File: config.mk
export PLATFORM = sky130hd
export DESIGN_NAME = spi_wb_bridge_flat
export DESIGN_NICKNAME = d
export VERILOG_FILES = /design/src/rtl/spi_wb_bridge_if.sv /design/src/rtl/spi_wb_bridge.sv /design/src/flat_wrapper.sv
export SDC_FILE = /design/constraint.sdc
export NUM_CORES = 1
export LEC_CHECK = 0
export CELL_PAD_IN_SITES_DETAIL_PLACEMENT = 1
export CELL_PAD_IN_SITES_GLOBAL_PLACEMENT = 2
export CORE_MARGIN = 2
export CORE_UTILIZATION = 34
export CTS_CLUSTER_SIZE = 10
export DETAILED_ROUTE_END_ITERATION = 12
export GPL_ROUTABILITY_DRIVEN = 0
export PLACE_DENSITY = 0.87
export RECOVER_POWER = 50
export REMOVE_ABC_BUFFERS = 1
export SETUP_SLACK_MARGIN = 0.15
export SLEW_MARGIN = 20
export SYNTH_ARGS = -nofsm -noshare
export SYNTH_HDL_FRONTEND = slang
export SYNTH_SLANG_ARGS = --single-unit
File: constraint.sdc
create_clock -name wb_clock_i -period 2.3 [get_ports wb_clock_i]
set_input_delay 0.23 -clock wb_clock_i [delete_from_list [all_inputs] [get_ports wb_clock_i]]
set_output_delay 0.23 -clock wb_clock_i [all_outputs]
set_load 0.05 [all_outputs]
File: src/rtl/spi_wb_bridge_if.sv
// rtl/spi_wb_bridge_if.sv - Wishbone B4 pipelined bus bundle between the SPI bridge and its peripherals
interface spi_wb_bridge_if #(
    parameter int WB_ADDR_WIDTH = 17,
    parameter int DATA_WIDTH    = 8
);
    logic [WB_ADDR_WIDTH-1:0] wb_addr_o;
    logic [DATA_WIDTH-1:0]    wb_data_o;
    logic [DATA_WIDTH-1:0]    wb_data_i;
    logic                     wb_we_o;
    logic                     wb_cycle_o;
    logic                     wb_strobe_o;
    logic                     wb_stall_i;
    logic                     wb_ack_i;

    modport master (
        output wb_addr_o, wb_data_o, wb_we_o, wb_cycle_o, wb_strobe_o,
        input  wb_data_i, wb_stall_i, wb_ack_i
    );

    modport slave (
        input  wb_addr_o, wb_data_o, wb_we_o, wb_cycle_o, wb_strobe_o,
        output wb_data_i, wb_stall_i, wb_ack_i
    );
endinterface

File: src/rtl/spi_wb_bridge.sv
// rtl/spi_wb_bridge.sv - SPI mode-0 target issuing single Wishbone B4 pipelined cycles
// Optional ack timeout and sticky status: define SPI_WB_TIMEOUT_EN.
module spi_wb_bridge #(
    parameter int WB_ADDR_WIDTH = 17,
    parameter int DATA_WIDTH    = 8
) (
    input  logic            wb_clock_i,
    input  logic            wb_reset_n_i,
    input  logic            spi_sck_i,
    input  logic            spi_cs_ni,
    input  logic            spi_pico_i,
    output logic            spi_poci_o,
    output logic            busy_o,
    spi_wb_bridge_if.master wb
);
    typedef enum logic [2:0] {
        S_CMD, S_ADDR_HI, S_ADDR_LO, S_DATA, S_WB_REQ, S_WB_WAIT
    } state_t;

    state_t                   state_q, state_d;
    logic [2:0]               sck_q, sck_d;
    logic [1:0]               cs_q, cs_d;
    logic [1:0]               pico_q, pico_d;
    logic [2:0]               bit_cnt_q, bit_cnt_d;
    logic [7:0]               rx_q, rx_d;
    logic [DATA_WIDTH-1:0]    tx_q, tx_d;
    logic [DATA_WIDTH-1:0]    data_q, data_d;
    logic [WB_ADDR_WIDTH-1:0] addr_q, addr_d;
    logic                     we_q, we_d;
    logic                     poci_q, poci_d;
`ifdef SPI_WB_TIMEOUT_EN
    logic [5:0]               to_cnt_q, to_cnt_d;
    logic                     to_flag_q, to_flag_d;
`endif

    logic       sck_rise, cs_high, byte_done, wb_active, tx_bit;
    logic [7:0] byte_val;

    assign sck_rise  = sck_q[1] & ~sck_q[2];
    assign cs_high   = cs_q[1];
    assign byte_val  = {rx_q[6:0], pico_q[1]};
    assign wb_active = (state_q == S_WB_REQ) || (state_q == S_WB_WAIT);

    always_comb begin
        state_d   = state_q;
        sck_d     = {sck_q[1:0], spi_sck_i};
        cs_d      = {cs_q[0], spi_cs_ni};
        pico_d    = {pico_q[0], spi_pico_i};
        bit_cnt_d = bit_cnt_q;
        rx_d      = rx_q;
        tx_d      = tx_q;
        data_d    = data_q;
        addr_d    = addr_q;
        we_d      = we_q;
        byte_done = 1'b0;
`ifdef SPI_WB_TIMEOUT_EN
        to_cnt_d  = wb_active ? to_cnt_q + 6'd1 : 6'd0;
        to_flag_d = to_flag_q;
`endif

        if (cs_high) begin
            bit_cnt_d = 3'd0;
        end else if (sck_rise) begin
            rx_d      = byte_val;
            bit_cnt_d = bit_cnt_q + 3'd1;
            byte_done = (bit_cnt_q == 3'd7);
        end

        case (state_q)
            S_CMD: if (byte_done) begin
                we_d = ~byte_val[6];
                if (!byte_val[7]) begin
                    addr_d[16] = byte_val[0];
                    state_d    = S_ADDR_HI;
                end else begin
                    // streaming ops ignore A16 and just advance the persistent address
                    addr_d  = addr_q + WB_ADDR_WIDTH'(1);
                    state_d = byte_val[6] ? S_WB_REQ : S_DATA;
                end
            end
            S_ADDR_HI: if (byte_done) begin
                addr_d[15:8] = byte_val;
                state_d      = S_ADDR_LO;
            end
            S_ADDR_LO: if (byte_done) begin
                addr_d[7:0] = byte_val;
                state_d     = we_q ? S_DATA : S_WB_REQ;
            end
            S_DATA: if (byte_done) begin
                data_d  = byte_val;
                state_d = S_WB_REQ;
            end
            S_WB_REQ: if (!wb.wb_stall_i) begin
                state_d = wb.wb_ack_i ? S_CMD : S_WB_WAIT;
                if (wb.wb_ack_i && !we_q) tx_d = wb.wb_data_i;
            end
            S_WB_WAIT: if (wb.wb_ack_i) begin
                state_d = S_CMD;
                if (!we_q) tx_d = wb.wb_data_i;
            end
            default: state_d = S_CMD;
        endcase

        // CS high abandons a partially received command but never a bus cycle
        if (cs_high && !wb_active) state_d = S_CMD;

`ifdef SPI_WB_TIMEOUT_EN
        if (byte_done) to_flag_d = 1'b0;
        // abort at the end of the 63rd clock spent in the bus cycle
        if (wb_active && state_d != S_CMD && to_cnt_q == 6'd62) begin
            state_d   = S_CMD;
            to_flag_d = 1'b1;
            if (!we_q) tx_d = 8'hEE;
        end
        tx_bit = (bit_cnt_q == 3'd0 && to_flag_q) ? 1'b1 : tx_q[3'd7 - bit_cnt_q];
`else
        tx_bit = tx_q[3'd7 - bit_cnt_q];
`endif
        // POCI tracks the current bit whenever SCK is low, so it is settled before each rise
        poci_d = sck_q[1] ? poci_q : tx_bit;
    end

    always_ff @(posedge wb_clock_i or negedge wb_reset_n_i) begin
        if (!wb_reset_n_i) begin
            state_q   <= S_CMD;
            sck_q     <= 3'b000;
            cs_q      <= 2'b11;
            pico_q    <= 2'b00;
            bit_cnt_q <= 3'd0;
            rx_q      <= 8'h00;
            tx_q      <= '0;
            data_q    <= '0;
            addr_q    <= '0;
            we_q      <= 1'b0;
            poci_q    <= 1'b0;
`ifdef SPI_WB_TIMEOUT_EN
            to_cnt_q  <= 6'd0;
            to_flag_q <= 1'b0;
`endif
        end else begin
            state_q   <= state_d;
            sck_q     <= sck_d;
            cs_q      <= cs_d;
            pico_q    <= pico_d;
            bit_cnt_q <= bit_cnt_d;
            rx_q      <= rx_d;
            tx_q      <= tx_d;
            data_q    <= data_d;
            addr_q    <= addr_d;
            we_q      <= we_d;
            poci_q    <= poci_d;
`ifdef SPI_WB_TIMEOUT_EN
            to_cnt_q  <= to_cnt_d;
            to_flag_q <= to_flag_d;
`endif
        end
    end

    assign spi_poci_o     = poci_q;
    assign busy_o         = wb_active;
    assign wb.wb_cycle_o  = wb_active;
    assign wb.wb_strobe_o = (state_q == S_WB_REQ);
    assign wb.wb_we_o     = we_q;
    assign wb.wb_addr_o   = addr_q;
    assign wb.wb_data_o   = data_q;
endmodule

File: src/flat_wrapper.sv
// flat-port wrapper written by rule: the top's interface ports become plain ports
module spi_wb_bridge_flat 
#(
    parameter int WB_ADDR_WIDTH = 17,
    parameter int DATA_WIDTH    = 8
)
  (wb_clock_i, wb_reset_n_i, spi_sck_i, spi_cs_ni, spi_pico_i, spi_poci_o, busy_o, wb_wb_addr_o, wb_wb_data_o, wb_wb_we_o, wb_wb_cycle_o, wb_wb_strobe_o, wb_wb_data_i, wb_wb_stall_i, wb_wb_ack_i);
  spi_wb_bridge_if #(.WB_ADDR_WIDTH(WB_ADDR_WIDTH), .DATA_WIDTH(DATA_WIDTH)) wb_i ();
  input  logic wb_clock_i;
  input  logic wb_reset_n_i;
  input  logic spi_sck_i;
  input  logic spi_cs_ni;
  input  logic spi_pico_i;
  output logic spi_poci_o;
  output logic busy_o;
  output wire logic [$bits(wb_i.wb_addr_o)-1:0] wb_wb_addr_o;
  output wire logic [$bits(wb_i.wb_data_o)-1:0] wb_wb_data_o;
  output wire logic [$bits(wb_i.wb_we_o)-1:0] wb_wb_we_o;
  output wire logic [$bits(wb_i.wb_cycle_o)-1:0] wb_wb_cycle_o;
  output wire logic [$bits(wb_i.wb_strobe_o)-1:0] wb_wb_strobe_o;
  input wire logic [$bits(wb_i.wb_data_i)-1:0] wb_wb_data_i;
  input wire logic [$bits(wb_i.wb_stall_i)-1:0] wb_wb_stall_i;
  input wire logic [$bits(wb_i.wb_ack_i)-1:0] wb_wb_ack_i;
  assign wb_wb_addr_o = wb_i.wb_addr_o;
  assign wb_wb_data_o = wb_i.wb_data_o;
  assign wb_wb_we_o = wb_i.wb_we_o;
  assign wb_wb_cycle_o = wb_i.wb_cycle_o;
  assign wb_wb_strobe_o = wb_i.wb_strobe_o;
  assign wb_i.wb_data_i = wb_wb_data_i;
  assign wb_i.wb_stall_i = wb_wb_stall_i;
  assign wb_i.wb_ack_i = wb_wb_ack_i;
  spi_wb_bridge #(.WB_ADDR_WIDTH(WB_ADDR_WIDTH), .DATA_WIDTH(DATA_WIDTH)) u_core (.wb_clock_i(wb_clock_i), .wb_reset_n_i(wb_reset_n_i), .spi_sck_i(spi_sck_i), .spi_cs_ni(spi_cs_ni), .spi_pico_i(spi_pico_i), .spi_poci_o(spi_poci_o), .busy_o(busy_o), .wb(wb_i));
endmodule
==> metrics.csv <==
metric,value,unit
antennaDiodeCount,0,
layout.core_utilization,42.47,%
cts_made_buffers,5,
worstSkewPairLatency,310,ps
layout-area-overhead-vs-synth,23.18,%
initial_utilization,34.48,%
top_reg_cell_synth,sky130_fd_sc_hd__dfrtp_1,
run_status,finished clean,
drt_pass1_iterations,4,
avgRoutedWirePerCell,17.18,um
setup.worst_path.class,register to register,
drv_slew,0,
dp_slack,158.9,ps
number_of_cells_on_the_worst_reg_to_reg_path,6,
cts_num_sinks,55,
path_cells,ha_1 -> ha_1 -> nand4bb_4 -> nor4_4 -> or4b_1 -> o211ai_1,
placement_rows,33,
path_common_cell,sky130_fd_sc_hd__ha_1,
worst-endpoint-arrival,2310,ps
power.switching,0.6465,mW
core_area,8093,um2
yosysTopAreaCellShare,47.53,%
critical_path.endpoint_type,register,
cell_internal_pwr,1.429,mW
end_of_the_worst_register_to_register_path,u_core.wb.wb_addr_o[16],
chipHeight,94.59,um
fmax,0.4817,GHz
report.final.setup_viol,0,
syn_area,2790,um2
port_buffers,44,
cts-root-buf,sky130_fd_sc_hd__clkbuf_8,
synth_register_bits,55,
synth_area_leaders,"sky130_fd_sc_hd__dfrtp_1, sky130_fd_sc_hd__mux2_2, sky130_fd_sc_hd__a21oi_1, sky130_fd_sc_hd__nand2_1, sky130_fd_sc_hd__o21ai_0",
start_kind,register,
synth-edff-count,0,
fill_cells,929,
placed_area,3322,um2
clk_path_buf_depth,2,
place.detailed.instances,400,
seq_area,1380,um2
routed_wl,7059,um
detail_route.drc_violations,0,
layout.cells.most_common_list,"sky130_fd_sc_hd__dfrtp_1, sky130_fd_sc_hd__clkdlybuf4s50_1, sky130_fd_sc_hd__a21oi_1, sky130_fd_sc_hd__mux2_2, sky130_fd_sc_hd__nand2_1",
io_pins,45,
power_frac_comb,14.7,%
critical_path.max_fanout,6,
h-tree-depth,2,
grt_pass1_vias,2250,
die_width,94.59,um
detail_route.vias_per_cell,5.438,
synth_area_per_cell,10.81,um2
final.period_utilization,90.25,%
pin_count_of_the_biggest_net_entering_global_routing,56,
rsz0062_at_grt,yes,
cts_hold_buf,0,
crit_required,2540,ps
max_cap_viols,0,
nNetsFinal,323,
clock_power_share,27.0,%
yosysTopAreaCell,sky130_fd_sc_hd__dfrtp_1,
synth_seq_area_share,49.42,%
grt_antenna_before_repair,0,
finalWorstPathRequiredPeriod,2076,ps
netlist_instances,258,
globalRouteTotalUtil,16.27,%
relSlewSlack,8.805,%
switching_share,31.15,%
power_leakage,1.412,nW
cts.clk_slew.worst_paths,110,ps
detailed_place_hpwl,5130,um
mostFrequentLayoutCell,sky130_fd_sc_hd__dfrtp_1,
worstSetupStartpoint,u_core.bit_cnt_q[1],
num_vias,2235,
cts_tree,yes,
postRouteAntennaNets,0,
synth-async-reset-ratio,100.0,%
final_cells,411,
hold_path_class,input port to asynchronous set/reset pin,
final-hold-violation-count,0,
dieArea,8947,um2
timing.critical_path.slowest_cell_delay,470,ps
power.share.sequential,58.3,%
vdd.ir_drop.worst,0.2960,mV
cp_max_stage_cell,sky130_fd_sc_hd__or4b_1,
fin_worst_skew,5.687,ps
postLayoutSetupSlackWorst,224.2,ps
ff2ff_setup_slack,220,ps
synthesis.yosys.warnings,0,
fin_area,3437,um2
synth.lib_cells_used.distinct,51,
detailedRoute.firstIterationViolations,94,
grt_first_pass_wirelength,11280,um
power,2.075,mW
post_route_cells_drive_above_1_share,17.65,%
r2r_start,u_core.bit_cnt_q[1],
grt_overflow_total,0,
power_density,603.8,nW/um2
tightest_slew,1368,ps
multiInputGateArea,1334,um2
==> routing by layer <==
layer / global-route usage [%] / vias up / routed length [um]
met5: 0 / - / 0
met4: 3.261 / 0 / 65
met3: 2.713 / 6 / 260
met2: 28.15 / 43 / 3599
met1: 21.62 / 1135 / 3133
li1: - / 1051 / -
==> worst max-delay path, delay by kind of cell (launching register included) <==
family,cells,cell delay (ps)
adder cells (fa/ha/maj),2,420
AND/OR/NAND/NOR,3,1010
flip-flops,1,400
AO/OA/AOI/OAI,1,160
==> cell usage after synthesis (4+ instances only) <==
library cell	number
sky130_fd_sc_hd__dfrtp_1	53
sky130_fd_sc_hd__a21oi_1	23
sky130_fd_sc_hd__mux2_2	23
sky130_fd_sc_hd__nand2_1	19
sky130_fd_sc_hd__nor2_1	14
sky130_fd_sc_hd__o21ai_0	14
sky130_fd_sc_hd__nand3_1	10
sky130_fd_sc_hd__nand2b_1	8
sky130_fd_sc_hd__mux2i_1	6
sky130_fd_sc_hd__nand4_1	6
sky130_fd_sc_hd__inv_1	5
sky130_fd_sc_hd__a2bb2oi_1	4
sky130_fd_sc_hd__buf_2	4
sky130_fd_sc_hd__clkbuf_1	4
sky130_fd_sc_hd__o211ai_1	4
sky130_fd_sc_hd__o22ai_1	4
==> state kept, by name, summed over array words and instances, names as in the netlist <==
name                 count
u_core.cs_q              2
u_core.spi_poci_o        1
u_core.wb.wb_addr_o     17
u_core.wb.wb_we_o        1
u_core.tx_q              8
u_core.state_q           3
u_core.bit_cnt_q         3
u_core.wb.wb_data_o      8
u_core.pico_q            2
u_core.rx_q              7
u_core.sck_q             3
==> through the flow <==
step / hold slack (ps) / setup TNS [ps]
global route: 375.1 / 0
finish: 285.6 / 0
floorplan: -65.59 / -208.5
detailed placement: 345.7 / 0
CTS: 72.54 / 0
global placement: 331.8 / 0
==> power groups by stage <==
stage	sequential [mW]	clock [mW]	combinational, mW
4_1_cts	1.21	0.583	0.307
3_5_place_dp	1.23	0	0.303
3_3_place_gp	1.22	0	0.289
6_report	1.21	0.561	0.305
2_1_floorplan	1.18	0	0.180
5_1_grt	1.22	0.626	0.336
==> timing repair <==
| item | in CTS | in global routing |
|---|---|---|
| buffers inserted | 0 | 3 |
| endpoints found under the setup margin | 0 | 6 |
| resized for setup | 0 | 3 |
==> cell families after synthesis <==
kind of cell | count (synthesis) | share of synthesized area [%]
fa+ha+maj | 3 | 1.345
buf+inv | 17 | 3.004
mux | 31 | 13.05
flops | 55 | 49.42
xor+xnor | 1 | 0.3140
compound gates | 68 | 15.43
simple gates | 83 | 17.44
==> worst max-delay path by stage <==
stage,slack [ps],endpoint,cells past startpoint
2_1_floorplan,-30,u_core.tx_q[0],4
4_1_cts,150,u_core.wb.wb_addr_o[16],6
5_1_grt,80,u_core.wb.wb_addr_o[16],6
6_report,220,u_core.wb.wb_addr_o[16],6
3_5_place_dp,160,u_core.wb.wb_addr_o[16],6
3_3_place_gp,290,u_core.wb.wb_addr_o[16],6
==> layout make-up <==
type,instances,share of cell area [%]
multi-input combinational,186,38.81
clock buffer,5,2.002
inverter,5,0.5460
timing repair buffer,52,14.02
sequential,55,40.15
clock inverter,3,0.6553
tap,105,3.822
Note: power is estimated with default switching activity, not from simulation.
